==> config.mk <==
export PLATFORM = sky130hd
export DESIGN_NAME = qpsk_bit_splitter
export DESIGN_NICKNAME = d
export VERILOG_FILES = /design/src/rtl/qpsk_bit_splitter.sv
export SDC_FILE = /design/constraint.sdc
export NUM_CORES = 1
export LEC_CHECK = 0
export ABC_CLOCK_PERIOD_IN_PS = 3400
export CORE_MARGIN = 2
export CORE_UTILIZATION = 63
export CTS_BUF_LIST = sky130_fd_sc_hd__clkbuf_8
export DETAILED_ROUTE_END_ITERATION = 6
export PLACE_DENSITY = 0.82
export RECOVER_POWER = 50
export SLEW_MARGIN = 10
export SYNTH_ARGS = -nofsm -noshare
export SYNTH_HDL_FRONTEND = slang
export SYNTH_SLANG_ARGS = --single-unit
export TNS_END_PERCENT = 50
==> constraint.sdc <==
create_clock -name clk -period 3.4 [get_ports clk]
set_input_delay 0.85 -clock clk [delete_from_list [all_inputs] [get_ports clk]]
set_output_delay 0.85 -clock clk [all_outputs]
set_load 0.05 [all_outputs]
==> src/rtl/qpsk_bit_splitter.sv <==
// Serial bit -> dibit splitter feeding the QPSK mixer; one dibit per SYM_LEN clocks.
// Define DQPSK_EN to apply differential phase encoding at FIFO pop.
module qpsk_bit_splitter #(
    parameter int SYM_LEN    = 16,
    parameter int FIFO_DEPTH = 4
) (
    input  logic clk,
    input  logic rst,
    input  logic bit_in,
    input  logic bit_valid,
    output logic bit_ready,
    output logic Ichannel,
    output logic Qchannel,
    output logic sym_strobe,
    output logic active,
    output logic underflow
);

    localparam int AW = $clog2(FIFO_DEPTH);
    localparam int NW = AW + 1;
    localparam int CW = $clog2(SYM_LEN);

    typedef enum logic {IDLE, RUN} state_t;

    logic [1:0]    mem [FIFO_DEPTH];
    logic [AW-1:0] wr_ptr;
    logic [AW-1:0] rd_ptr;
    logic [NW-1:0] count;
    logic          phase;
    logic          i_hold;
    logic          accept;
    logic          wr;
    logic          load;
    logic          uf_nxt;
    logic          sym_end;
    logic          fifo_empty;
    logic [1:0]    pop_data;
    logic [1:0]    sym;
    state_t        state;
    state_t        state_nxt;
    logic [CW-1:0] cnt;
    logic [CW-1:0] cnt_nxt;

    assign bit_ready  = (count < NW'(FIFO_DEPTH));
    assign accept     = bit_valid && bit_ready;
    assign wr         = accept && phase;
    assign fifo_empty = (count == '0);
    assign sym_end    = (cnt == CW'(SYM_LEN - 1));

    // An empty FIFO at symbol end can still pop the pair completing this edge.
    assign pop_data = fifo_empty ? {i_hold, bit_in} : mem[rd_ptr];

    always_ff @(posedge clk or posedge rst) begin
        if (rst) begin
            wr_ptr <= '0;
            rd_ptr <= '0;
            count  <= '0;
            phase  <= 1'b0;
            i_hold <= 1'b0;
        end else begin
            if (accept) begin
                if (!phase)
                    i_hold <= bit_in;
                phase <= ~phase;
            end
            if (wr)
                wr_ptr <= wr_ptr + AW'(1);
            if (load)
                rd_ptr <= rd_ptr + AW'(1);
            count <= count + NW'(wr) - NW'(load);
        end
    end

    always_ff @(posedge clk) begin
        if (wr)
            mem[wr_ptr] <= {i_hold, bit_in};
    end

    always_ff @(posedge clk or posedge rst) begin
        if (rst) begin
            state <= IDLE;
            cnt   <= '0;
        end else begin
            state <= state_nxt;
            cnt   <= cnt_nxt;
        end
    end

    always_comb begin
        state_nxt = state;
        unique case (state)
            IDLE: if (!fifo_empty) state_nxt = RUN;
            RUN:  if (sym_end && fifo_empty && !wr) state_nxt = IDLE;
        endcase
    end

    always_comb begin
        load    = 1'b0;
        uf_nxt  = 1'b0;
        cnt_nxt = cnt;
        unique case (state)
            IDLE: begin
                cnt_nxt = '0;
                load    = !fifo_empty;
            end
            RUN: begin
                if (!sym_end) begin
                    cnt_nxt = cnt + CW'(1);
                end else begin
                    cnt_nxt = '0;
                    load    = !fifo_empty || wr;
                    uf_nxt  = fifo_empty && !wr;
                end
            end
        endcase
    end

`ifdef DQPSK_EN
    logic [1:0] p;
    logic [1:0] p_nxt;
    logic [1:0] inc;

    always_comb begin
        inc = 2'd0;
        unique case (pop_data)
            2'b00: inc = 2'd0;
            2'b01: inc = 2'd1;
            2'b11: inc = 2'd2;
            2'b10: inc = 2'd3;
        endcase
        p_nxt = p + inc;
        sym   = 2'b11;
        unique case (p_nxt)
            2'd0: sym = 2'b11;
            2'd1: sym = 2'b01;
            2'd2: sym = 2'b00;
            2'd3: sym = 2'b10;
        endcase
    end

    always_ff @(posedge clk or posedge rst) begin
        if (rst)
            p <= 2'd0;
        else if (load)
            p <= p_nxt;
    end
`else
    assign sym = pop_data;
`endif

    always_ff @(posedge clk or posedge rst) begin
        if (rst) begin
            Ichannel   <= 1'b0;
            Qchannel   <= 1'b0;
            sym_strobe <= 1'b0;
            active     <= 1'b0;
            underflow  <= 1'b0;
        end else begin
            if (load)
                {Ichannel, Qchannel} <= sym;
            sym_strobe <= load;
            active     <= (state_nxt == RUN);
            underflow  <= uf_nxt;
        end
    end

endmodule
==> results of run 1 <==
[metrics by stage]
| step | util, % | hold WS [ns] | instance area [sq um] | std cells |
|---|---|---|---|---|
| after floorplan | - | 0.444 | 1170 | 84 |
| after global placement | 74.9 | 0.463 | 1290 | 118 |
| after detailed placement | 74.9 | 0.481 | 1290 | 118 |
| after CTS | 78.1 | 0.495 | 1350 | 122 |
| final | 78.1 | 0.497 | 1350 | 122 |
| after global routing | 78.1 | 0.518 | 1350 | 122 |
[cell usage after synthesis, types with 2 or more instances]
cell type / count
sky130_fd_sc_hd__dfrtp_1: 18
sky130_fd_sc_hd__inv_1: 9
sky130_fd_sc_hd__edfxtp_1: 8
sky130_fd_sc_hd__ha_1: 7
sky130_fd_sc_hd__and2_1: 6
sky130_fd_sc_hd__mux2_2: 5
sky130_fd_sc_hd__xnor2_1: 5
sky130_fd_sc_hd__nand2_1: 4
sky130_fd_sc_hd__mux4_2: 2
sky130_fd_sc_hd__nand3_1: 2
sky130_fd_sc_hd__xor2_1: 2
[per-layer routing]
layer  GRT usage, %  vias to the layer above
met5              0                        -
met4           5.00                        0
met3           6.92                        2
met2           33.4                       17
met1           26.9                      320
li1               -                      311
[cell families (layout without fill, tap and decap cells)]
kind of cell / count (synthesis) / after routing / share of synthesized area, %
DFF: 26 / 26 / 59.2
and+or+nand+nor: 19 / 19 / 9.87
buffers and inverters: 11 / 24 / 3.65
adders and majority gates: 8 / 8 / 9.23
xor gates and xnor gates: 7 / 7 / 5.26
muxes: 7 / 7 / 8.69
AOI/OAI and AO/OA: 6 / 6 / 4.08
[final timing paths]
| kind | start | slack [ns] | cells after the start | end |
|---|---|---|---|---|
| max in group asynchronous | rst | 1.88 | 2 | rd_ptr[0] |
| setup reg to reg | cnt[0] | 1.16 | 10 | count[2] |
| setup / recovery | bit_valid | 0.64 | 10 | count[2] |
| hold reg to reg | cnt[0] | 0.50 | 1 | cnt[0] |
| min in group asynchronous | rst | 1.10 | 2 | count[1] |
| hold / removal | cnt[0] | 0.50 | 1 | cnt[0] |
[cell type report]
| class | instances | area (sq um) |
|---|---|---|
| clock buffers | 4 | 55.1 |
| inverters | 9 | 33.8 |
| flip-flops and latches | 26 | 691 |
| repair buffers | 11 | 105 |
| fillers | 104 | 378 |
| well taps | 25 | 31.3 |
| multi-input cells | 47 | 433 |
[power breakdown]
group          leakage (nW)  internal (mW)  switching [mW]
combinational         0.294        0.00342         0.00607
sequential            0.292          0.323         0.00158
clock                0.0288          0.103          0.0906
[sequential cells by signal, summed over array words and instances, names as in the netlist, 2 cells and up]
name / count
wr_ptr: 2
cnt: 4
count: 3
mem: 8
rd_ptr: 2
==> flow_summary.toml, run 1 <==
[sta]
timing.setup.tns_ns = 0
fin_crit_ns = 2.76
finalHoldViolations = 0
timing_max_transition_violations_final = 0
clock-skew-final_ns = 0.00178
max_clock_freq_mhz = 362
setup_repair_after_global_routing_missed_its_margin = "false"
timing.final.ws_setup_ns = 0.636
finalSetupViolations = 0
worstMarginPinSlew_ns = 0.654
finalCritPeriodShare_pct = 81.3
slew_headroom_pct = 56.3

[run]
max_cap_violations = 0

[min_path]
worstHoldPathType = "flip-flop to flip-flop"

[clock_network]
cts_setup_buffers = 0
clk_pin_slew_worst_paths_ns = 0.08
cts_resized = 0
cts-root-to-sink-buffers = 2
buffer_cell_driving_the_clock_tree_root = "sky130_fd_sc_hd__clkbuf_8"
cts_hold_repair.buffers = 0
worstSkewPairLatency_ns = 0.27
cts-htree-levels = 1
cts_tree = "done"
cts_inserted_buffers = 3
cts_sinks = 26

[synthesis]
ys_async_sr_fraction_pct = 69.2
synthCells = 84
synth.net_count = 96
synthFlopType = "sky130_fd_sc_hd__dfrtp_1"
synth.largest_area_cell = "sky130_fd_sc_hd__dfrtp_1"
synth-edff-count = 8
area_of_the_mapped_netlist_sq_um = 1170
yosys_register_bits = 26
netlist_top_cells_area = "sky130_fd_sc_hd__dfrtp_1, sky130_fd_sc_hd__edfxtp_1, sky130_fd_sc_hd__ha_1"
synthDistinctLibCells = 27
synth.yosys.seq_area_share_pct = 59.2
synth-warning-count = 0
synth_top_area_share_pct = 38.6
synthesis.area_per_instance_sq_um = 13.9

[layout]
leading_cell_types_in_the_layout_fill_and_taps_excluded = "sky130_fd_sc_hd__dfrtp_1, sky130_fd_sc_hd__inv_1, sky130_fd_sc_hd__edfxtp_1"
drive_gt1_share_pct = 16.5
n_antenna_cell = 0
syn2layout_area_growth_pct = 15.7
mostFrequentLayoutCell = "sky130_fd_sc_hd__dfrtp_1"
num-nets-final = 110

[drt]
routed_wire_per_std_cell_microns = 14.8
route.vias.total = 650
drtPass1Iterations = 4
routed-wl-met2_microns = 919
drc = 0
wl_met3_microns = 65
topRoutingLayerUsed = "met4"
wirelength_met1_microns = 805
ant_nets = 0
dr.first_iter.drc_count = 15
drt_wl_total_microns = 1800
routed_via_density = 5.33

[placed_design]
hpwl_microns = 1260
numPortBuffers = 9
global_placement_routability_congestion = 0.695
dpl_worst_slack_ns = 0.421

[worst_setup_path]
cpPeakStageDelay_ns = 0.57
worstPathCellList = "dlygate4sd3_1 > nand3_1 > a22oi_2 > ha_1 > inv_1 > ha_1 > inv_1 > fa_1 > xnor2_1 > xnor2_1"
startpoint_type = "input pin"
crit_path_buffers_inverters = 3
cp_data_arrival_time_ns = 2.92
critical_path_peak_fanout = 3
criticalPathCategory = "input pin to flip-flop"
worstPathRequired_ns = 3.56
slowest_stage = "sky130_fd_sc_hd__dlygate4sd3_1"
cpLargestDelayFamily = "adder cells"
worstSetupEndpointType = "flip-flop"

[floorplan]
die_x_microns = 47.0
start_util_pct = 67.5
die_area_sq_um = 2210
row_count = 15
die_height_microns = 47.0
coreArea_sq_um = 1730
design.portCount = 10

[global_routing]
antenna_violations_before_repair = 0
grt_use_total_pct = 20.6
global_route_wire_length_before_repair_microns = 2970
largest_net_degree_at_the_start_of_global_routing = 19
grt_overflow_total = 0
first_global_vias = 627

[power]
totalPowerFinal_mw = 0.528
largest_voltage_drop_on_the_vdd_net_v = 0.000357
powerDensity_nw_per_um2 = 392
power_leakage_nw = 0.615

[status]
run_status = "complete, no violations"
(Power assumes the default switching activity.)
==> inputs of run 2 (changes only) <==
--- a/config.mk
+++ b/config.mk
@@ -5,12 +5,12 @@
 export SDC_FILE = /design/constraint.sdc
 export NUM_CORES = 1
 export LEC_CHECK = 0
-export ABC_CLOCK_PERIOD_IN_PS = 3400
+export ABC_CLOCK_PERIOD_IN_PS = 2900
 export CORE_MARGIN = 2
-export CORE_UTILIZATION = 63
+export CORE_UTILIZATION = 58
 export CTS_BUF_LIST = sky130_fd_sc_hd__clkbuf_8
 export DETAILED_ROUTE_END_ITERATION = 6
-export PLACE_DENSITY = 0.82
+export PLACE_DENSITY = 0.76
 export RECOVER_POWER = 50
 export SLEW_MARGIN = 10
 export SYNTH_ARGS = -nofsm -noshare
==> constraint.sdc (replaced) <==
create_clock -name clk -period 2.9 [get_ports clk]
set_input_delay 0.725 -clock clk [delete_from_list [all_inputs] [get_ports clk]]
set_output_delay 0.725 -clock clk [all_outputs]
set_load 0.05 [all_outputs]
==> run 2 against run 1 <==
  * Clock skew about the same
  * Largest power group unchanged
  * Power increased by 12%
  * Cell area down 0.56%
  * Sequential share of layout area increased by 0.29 points
  * Sequential cell count did not move
  * Final cell count is 1.6% higher
  * Clock power rose by 2%
  * Wire length shrank 16%
  * Highest routed layer unchanged
  * Largest cell class unchanged
  * Critical path type unchanged
  * First-iteration DRC count down 67%
  * Via count down 5.2%
  * Sequential power is 17% higher
==> flow_summary.toml, run 2 (synthesis results as in run 1) <==
[status]
run_status = "complete, no violations"

[worst_setup_path]
crit_path_buffers_inverters = 3
cpLargestDelayFamily = "adder cells"
worstSetupEndpointType = "flip-flop"
worstPathRequired_ns = 3.05
cp_data_arrival_time_ns = 2.77
cpPeakStageDelay_ns = 0.57
startpoint_type = "input pin"
worstPathCellList = "dlygate4sd3_1 > nand3_1 > a22oi_2 > ha_1 > inv_1 > ha_1 > inv_1 > fa_1 > xnor2_1 > xnor2_1"
criticalPathCategory = "input pin to flip-flop"
slowest_stage = "sky130_fd_sc_hd__dlygate4sd3_1"
critical_path_peak_fanout = 3

[global_routing]
global_route_wire_length_before_repair_microns = 2750
first_global_vias = 617
antenna_violations_before_repair = 0
grt_use_total_pct = 15.2
grt_overflow_total = 0
largest_net_degree_at_the_start_of_global_routing = 19

[drt]
route.vias.total = 616
routed_wire_per_std_cell_microns = 12.2
routed_via_density = 4.97
dr.first_iter.drc_count = 5
drc = 0
drtPass1Iterations = 4
ant_nets = 0
drt_wl_total_microns = 1520

[floorplan]
row_count = 16
start_util_pct = 60.7
coreArea_sq_um = 1920
die_area_sq_um = 2390
die_x_microns = 48.8
design.portCount = 10
die_height_microns = 48.8

[sta]
worstMarginPinSlew_ns = 0.653
finalHoldViolations = 0
setup_repair_after_global_routing_missed_its_margin = "false"
finalCritPeriodShare_pct = 90.4
fin_crit_ns = 2.62
finalSetupViolations = 0
clock-skew-final_ns = 0.00143
slew_headroom_pct = 56.4
timing.setup.tns_ns = 0
timing_max_transition_violations_final = 0
max_clock_freq_mhz = 381

[clock_network]
buffer_cell_driving_the_clock_tree_root = "sky130_fd_sc_hd__clkbuf_8"
worstSkewPairLatency_ns = 0.26
cts_resized = 0
cts_sinks = 26
cts-htree-levels = 1
cts_inserted_buffers = 3
cts-root-to-sink-buffers = 2
cts_setup_buffers = 0
cts_hold_repair.buffers = 0
cts_tree = "done"
clk_pin_slew_worst_paths_ns = 0.08

[placed_design]
numPortBuffers = 9
placedCellCount = 120
hpwl_microns = 1130
global_placement_routability_congestion = 0.714
detailed_place.area_sq_um = 1300

[layout]
drive_gt1_share_pct = 15.5
n_antenna_cell = 0
leading_cell_types_in_the_layout_fill_and_taps_excluded = "sky130_fd_sc_hd__dfrtp_1, sky130_fd_sc_hd__inv_1, sky130_fd_sc_hd__edfxtp_1"
num-nets-final = 110
largest_register = "mem"
final_area_sq_um = 1340
stdcell_count = 124
final_core_utilization_pct = 69.8
largest_reg_flops = 8
mostFrequentLayoutCell = "sky130_fd_sc_hd__dfrtp_1"
largest_registers = "mem (8), cnt (4), count (3)"
syn2layout_area_growth_pct = 15.0

[power]
powerDensity_nw_per_um2 = 440
largest_voltage_drop_on_the_vdd_net_v = 0.000299
power_leakage_nw = 0.609

[run]
max_cap_violations = 0

[min_path]
worstHoldPathType = "flip-flop to flip-flop"
==> run 2: path summary, 6_finish.rpt <==
check / from / end / slack (ns) / depth (start not counted)
max: bit_valid / count[2] / 0.28 / 10
min: cnt[0] / cnt[0] / 0.49 / 1
max reg2reg: cnt[0] / count[2] / 0.68 / 10
min reg2reg: cnt[0] / cnt[0] / 0.49 / 1
max in group asynchronous: rst / i_hold / 1.49 / 2
min in group asynchronous: rst / count[1] / 0.99 / 2
==> run 2: per-stage QoR <==
| stage | hold WS [ns] | total power [mW] | setup slack [ns] |
|---|---|---|---|
| floorplan | 0.444 | 0.394 | 0.401 |
| global placement | 0.460 | 0.401 | 0.0739 |
| detailed placement | 0.473 | 0.401 | 0.0703 |
| CTS | 0.486 | 0.597 | 0.344 |
| global route | 0.507 | 0.614 | 0.114 |
| finish | 0.489 | 0.590 | 0.278 |
==> run 2: layout make-up <==
class	instances	area, sq um
Sequential cell	26	691
Clock buffer	3	41.3
Timing Repair Buffer	11	105
Inverter	9	33.8
Multi-Input combinational cell	47	433
Tap cell	27	33.8
Fill cell	154	581
Clock inverter	1	3.75
==> run 2: report_power, final <==
group          switching (mW)  internal (mW)
combinational         0.00703        0.00401
clock                   0.104         0.0946
sequential            0.00184          0.379
==> run 2: per-layer routing <==
layer  share of wire [%]  global-route usage [%]
met5                   0                       0
met4                 1.6                    7.14
met3                 2.8                    2.76
met2                  48                    23.7
met1                  48                    20.8
==> inputs of run 3 (changes only) <==
--- a/config.mk
+++ b/config.mk
@@ -9,8 +9,9 @@
 export CORE_MARGIN = 2
 export CORE_UTILIZATION = 58
 export CTS_BUF_LIST = sky130_fd_sc_hd__clkbuf_8
+export CTS_CLUSTER_DIAMETER = 40
 export DETAILED_ROUTE_END_ITERATION = 6
-export PLACE_DENSITY = 0.76
+export PLACE_DENSITY = 0.89
 export RECOVER_POWER = 50
 export SLEW_MARGIN = 10
 export SYNTH_ARGS = -nofsm -noshare
==> run 3 against run 2 <==
  * Cell area rose by 0.75%
  * Wire length up 20%
  * Non-clock buffer count did not move
  * Critical path type unchanged
  * Highest routed layer unchanged
==> flow_summary.toml, run 3 (synthesis results as in run 1) <==
[placed_design]
placedCellCount = 120
numPortBuffers = 9
global_placement_routability_congestion = 0.732
detailed_place.area_sq_um = 1300
dpl_worst_slack_ns = 0.0129
hpwl_microns = 1310

[global_routing]
antenna_violations_before_repair = 0
grt_overflow_total = 0
global_route_wire_length_before_repair_microns = 3190
grt_use_total_pct = 18.2
largest_net_degree_at_the_start_of_global_routing = 19
first_global_vias = 713

[sta]
slew_headroom_pct = 55.5
finalSetupViolations = 0
finalHoldViolations = 0
timing_max_transition_violations_final = 0
setup_repair_after_global_routing_missed_its_margin = "false"
timing.setup.tns_ns = 0
fin_crit_ns = 2.66
timing.final.ws_setup_ns = 0.241
clock-skew-final_ns = 0.00582
max_clock_freq_mhz = 376
finalCritPeriodShare_pct = 91.7
fin_worst_hold_slack_ns = 0.491
worstMarginPinSlew_ns = 0.667

[layout]
num-nets-final = 110
stdcell_count = 124
syn2layout_area_growth_pct = 15.9
drive_gt1_share_pct = 16.5
final_area_sq_um = 1350
largest_reg_flops = 8
largest_register = "mem"
final_core_utilization_pct = 70.3
leading_cell_types_in_the_layout_fill_and_taps_excluded = "sky130_fd_sc_hd__dfrtp_1, sky130_fd_sc_hd__inv_1, sky130_fd_sc_hd__edfxtp_1"
mostFrequentLayoutCell = "sky130_fd_sc_hd__dfrtp_1"
n_antenna_cell = 0
largest_registers = "mem (8), cnt (4), count (3)"
n_fill_cell = 142

[drt]
routed_wire_per_std_cell_microns = 14.6
drc = 0
drtPass1Iterations = 4
route.vias.total = 639
ant_nets = 0
dr.first_iter.drc_count = 12
drt_wl_total_microns = 1820
routed_via_density = 5.15

[floorplan]
row_count = 16
die_x_microns = 48.8
design.portCount = 10
coreArea_sq_um = 1920
die_area_sq_um = 2390
die_height_microns = 48.8
start_util_pct = 60.7

[status]
run_status = "complete, no violations"

[worst_setup_path]
worstSetupEndpointType = "flip-flop"
criticalPathCategory = "input pin to flip-flop"
startpoint_type = "input pin"
worstPathRequired_ns = 3.09
cp_data_arrival_time_ns = 2.85
critical_path_peak_fanout = 3

[power]
power_leakage_nw = 0.615
powerDensity_nw_per_um2 = 457
totalPowerFinal_mw = 0.618
largest_voltage_drop_on_the_vdd_net_v = 0.000354

[clock_network]
cts-htree-levels = 1
cts_setup_buffers = 0
clk_pin_slew_worst_paths_ns = 0.08
cts_resized = 0
cts_inserted_buffers = 3
cts-root-to-sink-buffers = 2
cts_tree = "done"
worstSkewPairLatency_ns = 0.27
buffer_cell_driving_the_clock_tree_root = "sky130_fd_sc_hd__clkbuf_8"
cts_hold_repair.buffers = 0
cts_sinks = 26

[run]
max_cap_violations = 0

[min_path]
worstHoldPathType = "flip-flop to flip-flop"
## run 3: cell types whose count changed in the layout (fill, tap and decap cells not counted)
cell,before,now
sky130_fd_sc_hd__clkbuf_8,3,4
sky130_fd_sc_hd__clkdlybuf4s50_1,6,7
sky130_fd_sc_hd__clkinv_1,1,0
sky130_fd_sc_hd__dlygate4sd3_1,3,2
## run 3: critical path: stages
cell and delay, ns:
sky130_fd_sc_hd__clkdlybuf4s50_1 0.50, sky130_fd_sc_hd__nand3_1 0.16, sky130_fd_sc_hd__a22oi_2 0.28, sky130_fd_sc_hd__ha_1 0.27
sky130_fd_sc_hd__inv_1 0.06, sky130_fd_sc_hd__ha_1 0.13, sky130_fd_sc_hd__inv_1 0.04, sky130_fd_sc_hd__fa_1 0.37
sky130_fd_sc_hd__xnor2_1 0.18, sky130_fd_sc_hd__xnor2_1 0.14
## run 3: path summary, 6_finish.rpt
check / cells past startpoint / endpoint / from / slack, ns
setup / recovery: 10 / count[2] / bit_valid / 0.24
hold / removal: 1 / cnt[0] / cnt[0] / 0.49
setup reg to reg: 10 / count[2] / cnt[0] / 0.58
hold reg to reg: 1 / cnt[0] / cnt[0] / 0.49
max in group asynchronous: 2 / rd_ptr[1] / rst / 1.49
min in group asynchronous: 2 / count[1] / rst / 0.98
## run 3: report_power, final
part	internal, mW	switching [mW]	leakage [nW]
Sequential	0.379	0.00194	0.292
Combinational	0.00428	0.00752	0.294
Clock	0.121	0.104	0.0288
## run 3: final cells by class
class	count	area [sq um]	share of cell area, %
inverters	9	33.8	2.50
flip-flops and latches	26	691	51.1
clock buffers	4	55.1	4.07
multi-input cells	47	433	32.0
repair buffers	11	105	7.78
well taps	27	33.8	2.50
## run 3: metal layers
layer	vias to the layer above	track usage (%)	wire, microns
met1	312	23.2	800
met3	6	2.76	36
met5	-	0	0
li1	309	-	-
met4	0	9.52	37
met2	12	30.4	942
